--- src/rtl/m20k_dp_arbiter_if.sv ---
// Requester-side bus of the dual-port M20K arbiter: request handshake,
// read responses and the fill-complete flag.
interface m20k_dp_arbiter_if #(
    parameter int NREQ   = 4,
    parameter int ADDR_W = 14
);
    logic [NREQ-1:0]        req_valid;
    logic [NREQ-1:0]        req_ready;
    logic [NREQ-1:0]        req_we;
    logic [NREQ*ADDR_W-1:0] req_addr;
    logic [NREQ-1:0]        req_wdata;
    logic [NREQ-1:0]        rsp_valid;
    logic [NREQ-1:0]        rsp_rdata;
    logic                   init_done;

    // Requester logic drives requests and observes grants/responses.
    modport master (
        output req_valid, req_we, req_addr, req_wdata,
        input  req_ready, rsp_valid, rsp_rdata, init_done
    );

    // The arbiter consumes requests and produces grants/responses.
    modport slave (
        input  req_valid, req_we, req_addr, req_wdata,
        output req_ready, rsp_valid, rsp_rdata, init_done
    );
endinterface

--- src/rtl/m20k_dp_arbiter.sv ---
// Round-robin arbiter sharing one dual-port 16384x1 M20K between NREQ
// requesters: up to two grants per cycle (one per memory port), optional
// zero-fill of the whole array after reset, 1-cycle read latency.
module m20k_dp_arbiter #(
    parameter int NREQ    = 4,
    parameter int ADDR_W  = 14,
    parameter int INIT_EN = 1
) (
    input  logic                CLK,
    input  logic                RST_N,
    m20k_dp_arbiter_if.slave    bus,
    output logic [ADDR_W-1:0]   A0,
    output logic [ADDR_W-1:0]   A1,
    output logic                D0,
    output logic                D1,
    output logic                CE0,
    output logic                CE1,
    output logic                WE0,
    output logic                WE1,
    output logic                WEM0,
    output logic                WEM1,
    input  logic                Q0,
    input  logic                Q1
);
    localparam int          PTR_W  = $clog2(NREQ);
    localparam int unsigned NREQ_U = NREQ;

    typedef enum logic {ST_INIT, ST_RUN} state_t;
    localparam state_t RST_STATE = (INIT_EN != 0) ? ST_INIT : ST_RUN;

    state_t             state_q, state_d;
    logic [ADDR_W-2:0]  fill_q, fill_d;
    logic [PTR_W-1:0]   ptr_q, ptr_d;
    logic               init_done_q;
    logic [NREQ-1:0]    rsp_valid_q, rsp_valid_d;
    logic [NREQ-1:0]    rsp_sel_q, rsp_sel_d;

    logic [ADDR_W-1:0]  addr_a [NREQ];
    logic               grant_en;
    logic               g0_vld, g1_vld;
    logic [PTR_W-1:0]   g0_idx, g1_idx;
    logic [PTR_W:0]     scan_sum;
    logic [PTR_W-1:0]   scan_idx;
    logic [PTR_W:0]     ptr_inc;
    logic [PTR_W-1:0]   last_idx;

    // Unpack the flat address bus into one entry per requester.
    always_comb begin
        for (int unsigned i = 0; i < NREQ_U; i++) begin
            addr_a[i] = bus.req_addr[i*ADDR_W +: ADDR_W];
        end
    end

    assign grant_en = (state_q == ST_RUN) && init_done_q;

    // Round-robin scan from ptr: first valid takes port 0, first later
    // non-conflicting valid takes port 1.
    always_comb begin
        g0_vld   = 1'b0;
        g1_vld   = 1'b0;
        g0_idx   = '0;
        g1_idx   = '0;
        scan_sum = '0;
        scan_idx = '0;
        for (int unsigned o = 0; o < NREQ_U; o++) begin
            scan_sum = {1'b0, ptr_q} + (PTR_W+1)'(o);
            if (scan_sum >= (PTR_W+1)'(NREQ_U)) begin
                scan_sum = scan_sum - (PTR_W+1)'(NREQ_U);
            end
            scan_idx = scan_sum[PTR_W-1:0];
            if (grant_en && bus.req_valid[scan_idx]) begin
                if (!g0_vld) begin
                    g0_vld = 1'b1;
                    g0_idx = scan_idx;
                end else if (!g1_vld &&
                             !((addr_a[scan_idx] == addr_a[g0_idx]) &&
                               (bus.req_we[scan_idx] || bus.req_we[g0_idx]))) begin
                    g1_vld = 1'b1;
                    g1_idx = scan_idx;
                end
            end
        end
    end

    // Grant handshake and next pointer (one past the last granted index).
    always_comb begin
        bus.req_ready = '0;
        if (g0_vld) bus.req_ready[g0_idx] = 1'b1;
        if (g1_vld) bus.req_ready[g1_idx] = 1'b1;
        last_idx = g1_vld ? g1_idx : g0_idx;
        ptr_inc  = {1'b0, last_idx} + (PTR_W+1)'(1);
        if (ptr_inc == (PTR_W+1)'(NREQ_U)) begin
            ptr_d = '0;
        end else begin
            ptr_d = ptr_inc[PTR_W-1:0];
        end
    end

    // FSM next state, fill counter and memory pin drive.
    // Pins are masked by RST_N so they drop to 0 the moment reset asserts,
    // even though the reset state itself is INIT.
    always_comb begin
        state_d = state_q;
        fill_d  = fill_q;
        A0   = '0;
        A1   = '0;
        D0   = 1'b0;
        D1   = 1'b0;
        CE0  = 1'b0;
        CE1  = 1'b0;
        WE0  = 1'b0;
        WE1  = 1'b0;
        WEM0 = 1'b0;
        WEM1 = 1'b0;
        case (state_q)
            ST_INIT: begin
                fill_d = fill_q + 1'b1;
                if (&fill_q) state_d = ST_RUN;
                if (RST_N) begin
                    A0   = {fill_q, 1'b0};
                    A1   = {fill_q, 1'b1};
                    CE0  = 1'b1;
                    CE1  = 1'b1;
                    WE0  = 1'b1;
                    WE1  = 1'b1;
                    WEM0 = 1'b1;
                    WEM1 = 1'b1;
                end
            end
            ST_RUN: begin
                if (g0_vld) begin
                    A0   = addr_a[g0_idx];
                    D0   = bus.req_wdata[g0_idx];
                    CE0  = 1'b1;
                    WE0  = bus.req_we[g0_idx];
                    WEM0 = bus.req_we[g0_idx];
                end
                if (g1_vld) begin
                    A1   = addr_a[g1_idx];
                    D1   = bus.req_wdata[g1_idx];
                    CE1  = 1'b1;
                    WE1  = bus.req_we[g1_idx];
                    WEM1 = bus.req_we[g1_idx];
                end
            end
            default: state_d = RST_STATE;
        endcase
    end

    // FSM state, fill counter, round-robin pointer and init flag.
    always_ff @(posedge CLK or negedge RST_N) begin
        if (!RST_N) begin
            state_q     <= RST_STATE;
            fill_q      <= '0;
            ptr_q       <= '0;
            init_done_q <= 1'b0;
        end else begin
            state_q     <= state_d;
            fill_q      <= fill_d;
            init_done_q <= (state_d == ST_RUN);
            if (g0_vld) ptr_q <= ptr_d;
        end
    end

    // Read grants become next-cycle responses; remember which port served each.
    always_comb begin
        rsp_valid_d = '0;
        rsp_sel_d   = '0;
        if (g0_vld && !bus.req_we[g0_idx]) rsp_valid_d[g0_idx] = 1'b1;
        if (g1_vld && !bus.req_we[g1_idx]) begin
            rsp_valid_d[g1_idx] = 1'b1;
            rsp_sel_d[g1_idx]   = 1'b1;
        end
    end

    // Response valid and port-select registers.
    always_ff @(posedge CLK or negedge RST_N) begin
        if (!RST_N) begin
            rsp_valid_q <= '0;
            rsp_sel_q   <= '0;
        end else begin
            rsp_valid_q <= rsp_valid_d;
            rsp_sel_q   <= rsp_sel_d;
        end
    end

    // Steer memory read data to the requester, forced to 0 without a response.
    always_comb begin
        bus.rsp_valid = rsp_valid_q;
        bus.init_done = init_done_q;
        bus.rsp_rdata = '0;
        for (int unsigned i = 0; i < NREQ_U; i++) begin
            bus.rsp_rdata[i] = rsp_valid_q[i] & (rsp_sel_q[i] ? Q1 : Q0);
        end
    end
endmodule

--- src/flat_wrapper.sv ---
// flat-port wrapper written by rule: the top's interface ports become plain ports
module m20k_dp_arbiter_flat 
#(
    parameter int NREQ    = 4,
    parameter int ADDR_W  = 14,
    parameter int INIT_EN = 1
)
  (CLK, RST_N, A0, A1, D0, D1, CE0, CE1, WE0, WE1, WEM0, WEM1, Q0, Q1, bus_req_valid, bus_req_we, bus_req_addr, bus_req_wdata, bus_req_ready, bus_rsp_valid, bus_rsp_rdata, bus_init_done);
  m20k_dp_arbiter_if #(.NREQ(NREQ), .ADDR_W(ADDR_W)) bus_i ();
  input  logic CLK;
  input  logic RST_N;
  output logic [ADDR_W-1:0] A0;
  output logic [ADDR_W-1:0] A1;
  output logic D0;
  output logic D1;
  output logic CE0;
  output logic CE1;
  output logic WE0;
  output logic WE1;
  output logic WEM0;
  output logic WEM1;
  input  logic Q0;
  input  logic Q1;
  input wire logic [$bits(bus_i.req_valid)-1:0] bus_req_valid;
  input wire logic [$bits(bus_i.req_we)-1:0] bus_req_we;
  input wire logic [$bits(bus_i.req_addr)-1:0] bus_req_addr;
  input wire logic [$bits(bus_i.req_wdata)-1:0] bus_req_wdata;
  output wire logic [$bits(bus_i.req_ready)-1:0] bus_req_ready;
  output wire logic [$bits(bus_i.rsp_valid)-1:0] bus_rsp_valid;
  output wire logic [$bits(bus_i.rsp_rdata)-1:0] bus_rsp_rdata;
  output wire logic [$bits(bus_i.init_done)-1:0] bus_init_done;
  assign bus_i.req_valid = bus_req_valid;
  assign bus_i.req_we = bus_req_we;
  assign bus_i.req_addr = bus_req_addr;
  assign bus_i.req_wdata = bus_req_wdata;
  assign bus_req_ready = bus_i.req_ready;
  assign bus_rsp_valid = bus_i.rsp_valid;
  assign bus_rsp_rdata = bus_i.rsp_rdata;
  assign bus_init_done = bus_i.init_done;
  m20k_dp_arbiter #(.NREQ(NREQ), .ADDR_W(ADDR_W), .INIT_EN(INIT_EN)) u_core (.CLK(CLK), .RST_N(RST_N), .bus(bus_i), .A0(A0), .A1(A1), .D0(D0), .D1(D1), .CE0(CE0), .CE1(CE1), .WE0(WE0), .WE1(WE1), .WEM0(WEM0), .WEM1(WEM1), .Q0(Q0), .Q1(Q1));
endmodule
--- config.mk ---
export PLATFORM = sky130hd
export DESIGN_NAME = m20k_dp_arbiter_flat
export DESIGN_NICKNAME = d
export VERILOG_FILES = /design/src/rtl/m20k_dp_arbiter_if.sv /design/src/rtl/m20k_dp_arbiter.sv /design/src/flat_wrapper.sv
export SDC_FILE = /design/constraint.sdc
export NUM_CORES = 1
export LEC_CHECK = 0
export CELL_PAD_IN_SITES_DETAIL_PLACEMENT = 0
export CELL_PAD_IN_SITES_GLOBAL_PLACEMENT = 1
export CORE_MARGIN = 3
export CORE_UTILIZATION = 40
export DETAILED_ROUTE_END_ITERATION = 6
export PLACE_DENSITY = 0.83
export SYNTH_ARGS = -nofsm -noshare
export SYNTH_HDL_FRONTEND = slang
export SYNTH_SLANG_ARGS = --single-unit
--- constraint.sdc ---
create_clock -name CLK -period 14 [get_ports CLK]
set_input_delay 1.4 -clock CLK [delete_from_list [all_inputs] [get_ports CLK]]
set_output_delay 1.4 -clock CLK [all_outputs]
set_load 0.005 [all_outputs]
==> metrics.txt, run 1 <==
total congestion overflow after global routing 0; run status finished, final reports clean; crit start category primary input; transition at the pin with the smallest max-transition slack 1190 ps; number of antenna violations at the first check in global routing 0; post-synthesis sequential area ratio 0.0790; Detail Route Antenna Nets 0; Synth Cell Area 7600 um2; count of different cell masters after synthesis 87; fin. max-slew vios 0; highest ir drop seen on vdd 39.3 uV; Finish-stage setup viols 0; first-pass GRT wire length 51700 um; # clock sinks 24; share of the clock period used by the worst path 0.685; IO Count 121; worst setup skew after layout 9.33 ps; starting density of the core 0.415; kind of end point of the critical path primary output; setup repair after global routing missed its margin false; depth of the CTS H-tree 1; number of vias in the routed layout 9049; Hold Worst Slack 499 ps; leading area contributor after synthesis mux2i_1; simple-gate portion of the synthesized area 0.257; share of the synthesized netlist area taken by xor and xnor gates 0.0323; adder-cell share of the synthesized area 0.00329; clock transition time at the flip-flop clock pins of the worst setup and hold paths 70 ps; horizontal extent of the die 144 um; accumulated negative setup slack 0 ps; dominant combinational cell family by area after synthesis compound AO/OA/AOI/OAI gates; Post-synth top cells 130 x nand2_1, 78 x a21oi_1, 66 x mux2i_1; post-DR wirelength/cell 25.5 um; post-detailed-placement half-perimeter wirelength 25600 um; fraction of post-synthesis cell area in the top cell type by area 0.0869; mean cell area of the mapped netlist 7.12 um2; first-pass iteration count of the detailed router 6; critical path type in -> out; diode insertion count for antenna repair 0; placement row count 49; synthesized flop and latch total 24; count of cells resized by post-cts repair 0; most common cell in the synthesized netlist nand2_1; Remaining DRCs 0; predominant post-synthesis flop cell dfrtp_1; cell chosen for the clock root clkbuf_16; ratio of cells with drive above 1 in the final layout 0.103; mux contribution to synthesized area 0.222; height of the chip 144 um; vias in the first global route 8626; slack of the worst reg-to-reg path 7540 ps; gp weighted congestion 1.01; maximum number of pins on one net before global-route repair 67; number of nets in the synthesized netlist 1141; count of hold-fix buffers inserted at cts 0; worst-skew pair later-pin latency 270 ps; max capacitance violation total 0; floorplan die area 20700 um2; # port buffers 120; power density over the cells 44.8 nW/um2; post-DR vias/cell 6.78; Min Clock Period, post-route 9590 ps; final hold violation count 0; arrival time reported for the critical path endpoint 8190 ps; async set or reset register ratio after synthesis 1.00; gate count of the mapped netlist 1067; number of fill cells 1905; routed wire length 34100 um; area added between synthesis and finish 17.0%; net count of the finished layout 1180; required time of the critical path 12600 ps; area of the core 18300 um2; worst min path class reg -> reg; maximum achievable frequency 0.104 GHz; compound-cell area share of the yosys netlist 0.328; Post-synth EDFFs 0; peak fanout along the critical path 20; clock tree from TritonCTS done; starting DRC count in detailed routing 1069; cell types occupying the most area after synthesis mux2i_1 8.7%, mux4_2 8.3%, dfrtp_1 7.9%; setup fix buffers added after clock tree synthesis 0; maximum root-to-sink buffer count 2; Syn. warnings 0; number of buffers created by CTS 3; worst slew margin relative to its limit 0.199; leakage power summed over all cells 3.41 nW; Total Routing Usage GR 0.320
==> layout by cell type (no fill, tap or decap), types with 8 or more instances in the layout <==
master and n:
nand3_1 23, nor2_1 59, inv_1 32, buf_4 18
o21ai_1 23, xnor2_1 19, mux2_2 33, and2_1 18
o221ai_1 8, nand2b_1 40, a21oi_1 77, o21ai_0 63
nand4_1 10, a22oi_1 12, mux2i_1 66, xor2_1 9
mux4_2 28, nor2b_1 19, dfrtp_1 22, a21o_1 10
clkdlybuf4s50_1 120, a211oi_1 37, o211ai_1 17, nand2_1 130
or3_1 14, a221oi_1 14, nor3_1 26, o22ai_1 11
and3_1 11
==> area by class of cell <==
class	count	area (um2)	share of cell area
Sequential cell	24	608	0.0684
Clock inverter	1	30.0	0.00338
Clock buffer	3	75.1	0.00844
Multi-Input combinational cell	904	6420	0.722
Timing Repair Buffer	138	1340	0.150
Tap cell	229	287	0.0322
Inverter	35	131	0.0148
==> worst max-delay path: stages <==
cell	delay [ps]
clkdlybuf4s50_1	560
mux2i_1	210
buf_4	260
nand2_1	70
and3_1	210
ha_1	650
inv_1	380
o21ai_1	1020
a211oi_1	230
o21a_1	240
nor4b_1	280
and4_1	350
a31o_2	380
o211ai_4	170
a21boi_2	290
buf_4	330
mux4_2	520
and2_1	170
clkdlybuf4s50_1	430
==> flip-flops by register name (all words and copies together) (netlist names) <==
| signal | flops |
|---|---|
| u_core.bus.rsp_valid | 4 |
| u_core.ptr_q | 2 |
| u_core.state_q | 1 |
| u_core.rsp_sel_q | 4 |
| u_core.fill_q | 13 |
==> kinds of logic after synthesis <==
| family | after synthesis |
|---|---|
| buf+inv | 139 |
| fa+ha+maj | 2 |
| compound gates | 358 |
| xor+xnor | 28 |
| simple gates | 387 |
| mux | 129 |
| flops | 24 |
==> path summary, 6_finish.rpt <==
check	startpoint	to	cells past startpoint
setup / recovery	bus_req_valid[3]	D1	19
hold / removal	u_core.fill_q[5]	u_core.fill_q[5]	1
setup reg to reg	u_core.ptr_q[0]	u_core.bus.rsp_valid[2]	17
hold reg to reg	u_core.fill_q[5]	u_core.fill_q[5]	1
max in group asynchronous	RST_N	u_core.ptr_q[1]	2
min in group asynchronous	RST_N	u_core.fill_q[4]	2
==> report_power, final <==
group,internal [W],switching [W]
clock network,0.0000570,0.0000265
registers,0.0000703,0.00000714
logic,0.0000988,0.000139
==> through the flow <==
step	setup WS [ps]	util	instances	cell area (um2)	total power [W]
after floorplan	6850	-	1067	7600	0.000224
after global placement	4730	0.479	1330	8790	0.000308
after detailed placement	4590	0.479	1330	8790	0.000309
after CTS	4590	0.485	1334	8890	0.000392
after global routing	4060	0.485	1334	8890	0.000419
final	4410	0.485	1334	8890	0.000399
==> per-layer routing <==
metal	vias up	track usage	wire [um]	share of wire
met3	79	0.0589	3450	0.10
met5	-	0	0	0
met2	534	0.500	15200	0.45
li1	4101	-	-	-
met4	0	0.118	1340	0.039
met1	4335	0.438	14100	0.41
No activity file was read; power rests on OpenSTA's default activity.
==> run 2: changes to the inputs <==
- CORE_UTILIZATION: 40 -> 37
- PLACE_DENSITY: 0.83 -> 0.81
- clock period: 14 -> 8.4 ns (I/O delays scaled with it)
==> run 2 against run 1 <==
  * Sequential power increased by 60%
  * Clock power increased by 65%
  * Largest power group unchanged
  * Core utilization decreased by 3.2 points
  * Critical path type unchanged
  * Die area increased by 7.8%
  * Clock-buffer cell count unchanged
  * Worst hold slack got worse by 4.5 ps
  * First-iteration DRC count increased by 11%
  * Register-to-register slack got worse by 4800 ps
  * Flip-flop and latch count unchanged
  * Total power increased by 68%
  * Global-route usage decreased by 1.2 points
==> metrics.txt, run 2 (same netlist as run 1, synthesis figures left out) <==
maximum root-to-sink buffer count 2; share of the clock period used by the worst path 0.913; critical path depth 21; number of buffers created by CTS 3; IO Count 121; path depth of the worst reg2reg path 19; buffer and inverter count on the worst path 4; number of antenna violations at the first check in global routing 0; clock transition time at the flip-flop clock pins of the worst setup and hold paths 70 ps; post-DR wirelength/cell 25.7 um; clock tree from TritonCTS done; count of hold-fix buffers inserted at cts 0; accumulated negative setup slack 0 ps; transition at the pin with the smallest max-transition slack 1060 ps; peak fanout along the critical path 54; Critical Path Slowest Stage Cell a21oi_2; list of cells traversed by the critical path clkdlybuf4s50_1, mux2i_1, nand2_1, and3_1, ha_1, buf_4, nand2b_1, a22oi_1, or3_1, nand4_1, nor4_1, a21oi_2, o21ai_0, a31o_2, o211ai_4, o221ai_2, buf_4, nor2_1, o21ai_0, o211ai_1, clkdlybuf4s50_1; Remaining DRCs 0; maximum achievable frequency 0.130 GHz; Total Routing Usage GR 0.307; Detail Route Antenna Nets 0; final core area utilization 0.453; required time of the critical path 7560 ps; starting density of the core 0.383; ratio of cells with drive above 1 in the final layout 0.108; run status finished, final reports clean; Post-Route M1 WL 14300 um; # clock sinks 24; final hold violation count 0; worst min path class reg -> reg; setup repair after global routing missed its margin false; highest ir drop seen on vdd 59.8 uV; cell chosen for the clock root clkbuf_16; crit start category primary input; maximum number of pins on one net before global-route repair 73; leakage power summed over all cells 3.44 nW; power density over the cells 74.5 nW/um2; met2 wire len 15600 um; Routed met3 length 3900 um; worst setup path endpoint A1[4]; first-pass GRT wire length 53000 um; depth of the CTS H-tree 1; area of the core 19800 um2; count of cells resized by post-cts repair 0; register name with the most flops u_core.fill_q; net count of the finished layout 1186; placement row count 51; post-DR vias/cell 6.68; worst-skew pair later-pin latency 270 ps; source of the critical timing path bus_req_valid[1]; arrival time reported for the critical path endpoint 6830 ps; Hold Worst Slack 494 ps; slack of the worst reg-to-reg path 2730 ps; number of vias in the routed layout 9190; highest layer used for signal routing met4; vias in the first global route 8471; gp weighted congestion 1.01; post-route total power 0.000669 W; maximum cell stage delay along the critical path 790 ps; placed cell area 8880 um2; max FFs per register 13; height of the chip 149 um; fin. max-slew vios 0; worst slew margin relative to its limit 0.291; FF-to-FF Start u_core.ptr_q[1]; setup fix buffers added after clock tree synthesis 0; design area 8980 um2; Min Clock Period, post-route 7670 ps; starting DRC count in detailed routing 1185; diode insertion count for antenna repair 0; routed wire length 35300 um; # port buffers 120; horizontal extent of the die 149 um; floorplan die area 22300 um2; post-detailed-placement half-perimeter wirelength 26300 um; kind of end point of the critical path primary output; worst setup skew after layout 12.2 ps; total congestion overflow after global routing 0; area added between synthesis and finish 18.2%; commonest non-fill, non-tap cell in the layout nand2_1; first-pass iteration count of the detailed router 6; Finish-stage setup viols 0; commonest cells after routing, fill and taps aside 130 x nand2_1, 120 x clkdlybuf4s50_1, 77 x a21oi_1; max capacitance violation total 0; reg-to-reg endpoint u_core.bus.rsp_valid[0]; kind of cell adding the most delay to the critical path compound AO/OA/AOI/OAI gates; critical path type in -> out
## run 2: power breakdown
group / internal, W / switching, W
Combinational: 0.000165 / 0.000241
Sequential: 0.000117 / 0.00000710
Clock: 0.0000949 / 0.0000432
## run 2: layout make-up
class / count / area [um2]
fill: 2041 / 10900
multi-input combinational: 904 / 6420
timing repair buffer: 144 / 1380
sequential: 24 / 608
tap: 265 / 332
inverter: 35 / 131
clock buffer: 3 / 75.1
clock inverter: 1 / 30.0
## run 2: layer usage
metal	track usage	vias up
li1	-	4115
met1	0.427	4344
met2	0.482	635
met3	0.0453	96
met4	0.116	0
met5	0	-
## run 2: worst min-delay path by stage
stage          slack, ps  cells past startpoint               end        startpoint
2_1_floorplan        450                      1  u_core.fill_q[7]  u_core.fill_q[7]
3_3_place_gp         480                      1  u_core.fill_q[7]  u_core.fill_q[7]
3_5_place_dp         480                      1  u_core.fill_q[5]  u_core.fill_q[5]
4_1_cts              500                      1  u_core.fill_q[7]  u_core.fill_q[7]
5_1_grt              520                      1  u_core.fill_q[7]  u_core.fill_q[7]
6_report             490                      1  u_core.fill_q[5]  u_core.fill_q[5]
## run 2: worst reg2reg max path, stage by stage, from the launching register on
cell      delay (ps)
dfrtp_4          650
inv_2            240
nand2_1          100
and3_1           210
ha_1             250
buf_4            440
nand2b_1         200
a22oi_1           80
or3_1            400
nand4_1          180
nor4_1           100
a21oi_2          790
o21ai_0          230
a31o_2           360
o211ai_4         160
o221ai_2         140
buf_4            240
nor2_1           440
nand2_1          200
a21oi_1          170
## run 2: metrics by stage
step / instances / setup slack (ps)
2_1_floorplan: 1067 / 2370
3_3_place_gp: 1372 / 965
3_5_place_dp: 1372 / 816
4_1_cts: 1376 / 798
5_1_grt: 1376 / 84.8
6_report: 1376 / 732
==> run 3: changes to the inputs <==
- CELL_PAD_IN_SITES_DETAIL_PLACEMENT: 0 -> not set
- CELL_PAD_IN_SITES_GLOBAL_PLACEMENT: 1 -> not set
- CORE_UTILIZATION: 37 -> 40
- PLACE_DENSITY: 0.81 -> 0.66
==> run 3 against run 2 <==
  * Flip-flop and latch count stayed put
  * Total power is 1.2% higher
  * Routed wire length is 0.77% lower
  * Clock skew is 8.0 ps lower
  * Critical path type unchanged
  * Combinational power is 1% higher
  * Maximum frequency is 2.6% lower
  * The run now ends with DRC left
  * Design area is 0.67% lower
  * Worst hold slack hardly changed
  * Via count is 0.98% higher
  * Sequential power hardly changed
  * Core utilization is 3.4 points higher
==> metrics.txt, run 3 (same netlist as run 1, synthesis figures left out) <==
run status finished, violations left; violated checks DRC; count of hold-fix buffers inserted at cts 0; leakage power summed over all cells 3.42 nW; area of the core 18300 um2; first-pass GRT wire length 52700 um; depth of the CTS H-tree 1; maximum root-to-sink buffer count 2; post-detailed-placement half-perimeter wirelength 26200 um; Remaining DRCs 9; Detail Route Antenna Nets 0; maximum achievable frequency 0.127 GHz; crit start category primary input; Critical Path Slowest Stage Cell a21oi_2; height of the chip 144 um; critical path type in -> out; area added between synthesis and finish 17.4%; worst-skew pair later-pin latency 270 ps; placed cell area 8820 um2; clock transition time at the flip-flop clock pins of the worst setup and hold paths 70 ps; worst slew margin relative to its limit 0.236; horizontal extent of the die 144 um; register name with the most flops u_core.fill_q; commonest non-fill, non-tap cell in the layout nand2_1; post-route total power 0.000677 W; share of the clock period used by the worst path 0.938; arrival time reported for the critical path endpoint 7040 ps; number of vias in the routed layout 9280; kind of end point of the critical path primary output; max capacitance violation total 0; max FFs per register 13; list of cells traversed by the critical path clkdlybuf4s50_1, mux2i_1, nand2_1, and3_1, ha_1, buf_4, nand2_1, a211oi_1, o21ai_0, o211ai_1, nor4_1, a21oi_2, o21ai_0, a31o_2, o211ai_4, mux2i_2, a21oi_2, a311oi_1, o21ai_1, clkdlybuf4s50_1; power density over the cells 75.9 nW/um2; net count of the finished layout 1184; post-DR vias/cell 6.94; transition at the pin with the smallest max-transition slack 1150 ps; final core area utilization 0.487; diode insertion count for antenna repair 0; worst min path class reg -> reg; placement row count 49; first-pass iteration count of the detailed router 7; highest ir drop seen on vdd 63.9 uV; required time of the critical path 7560 ps; clock tree from TritonCTS done; worst setup skew after layout 4.24 ps; # clock sinks 24; number of buffers created by CTS 3; post-DR wirelength/cell 26.2 um; routed wire length 35000 um; vias in the first global route 8726; Min Clock Period, post-route 7880 ps; accumulated negative setup slack 0 ps; fin. max-slew vios 0; starting DRC count in detailed routing 1397; floorplan die area 20700 um2; design area 8920 um2; kind of cell adding the most delay to the critical path compound AO/OA/AOI/OAI gates; number of antenna violations at the first check in global routing 0; maximum cell stage delay along the critical path 900 ps; count of cells resized by post-cts repair 0; setup repair after global routing missed its margin false; starting density of the core 0.415; Total Routing Usage GR 0.327; final hold violation count 0; peak fanout along the critical path 54; number of fill cells 1885; slack of the worst reg-to-reg path 2290 ps; total congestion overflow after global routing 0; IO Count 121; buffer and inverter count on the worst path 3; gp weighted congestion 1.07; maximum number of pins on one net before global-route repair 61; Finish-stage setup viols 0; ratio of cells with drive above 1 in the final layout 0.106; cell chosen for the clock root clkbuf_16; setup fix buffers added after clock tree synthesis 0; # port buffers 120; commonest cells after routing, fill and taps aside 130 x nand2_1, 120 x clkdlybuf4s50_1, 77 x a21oi_1
[run 3: cell count changes in the layout (fill, tap and decap cells not counted), sizes merged]
cell  delta
buf      -2
[run 3: metrics by stage]
stage	setup slack [ps]	hold WS, ps	cells
6_report	523	495	1338
5_1_grt	105	514	1338
4_1_cts	686	497	1338
3_5_place_dp	724	479	1334
3_3_place_gp	848	478	1334
2_1_floorplan	2370	455	1067
[run 3: cell type report]
class	count	area (um2)	share of cell area
Clock buffer	3	75.1	0.00842
Clock inverter	1	30.0	0.00337
Inverter	35	131	0.0147
Multi-Input combinational cell	904	6420	0.720
Sequential cell	24	608	0.0682
Tap cell	229	287	0.0321
Timing Repair Buffer	142	1370	0.153
[run 3: path summary, 6_finish.rpt]
check / start / to / cells past startpoint
setup / recovery: bus_req_valid[1] / A1[13] / 20
hold reg to reg: u_core.fill_q[7] / u_core.fill_q[7] / 1
max in group asynchronous: RST_N / u_core.ptr_q[1] / 2
hold / removal: u_core.fill_q[7] / u_core.fill_q[7] / 1
min in group asynchronous: RST_N / u_core.fill_q[1] / 2
setup reg to reg: u_core.ptr_q[0] / u_core.bus.rsp_valid[0] / 18
[run 3: per-layer routing]
metal | wire [um] | share of wire | track usage
met2 | 15400 | 0.44 | 0.511
met4 | 1420 | 0.041 | 0.113
met5 | 0 | 0 | 0
met1 | 13700 | 0.39 | 0.446
met3 | 4490 | 0.13 | 0.0672
[run 3: power breakdown]
group / leakage [nW] / switching [W] / internal [W]
clock: 0.0511 / 0.0000467 / 0.0000950
sequential: 0.314 / 0.00000868 / 0.000117
combinational: 3.06 / 0.000245 / 0.000165
[run 3: worst register-to-register path, stage by stage, from the launching register on]
cell	delay [ps]
dfrtp_4	830
mux2i_1	410
nand2_1	80
and3_1	220
ha_1	240
buf_4	310
nand2b_1	250
a211oi_1	360
o21ai_0	270
o211ai_1	150
nor4_1	110
a21oi_2	900
o21ai_0	240
a31o_2	390
o211ai_4	170
mux2i_2	230
a21oi_2	450
nand2_1	220
a21oi_1	210
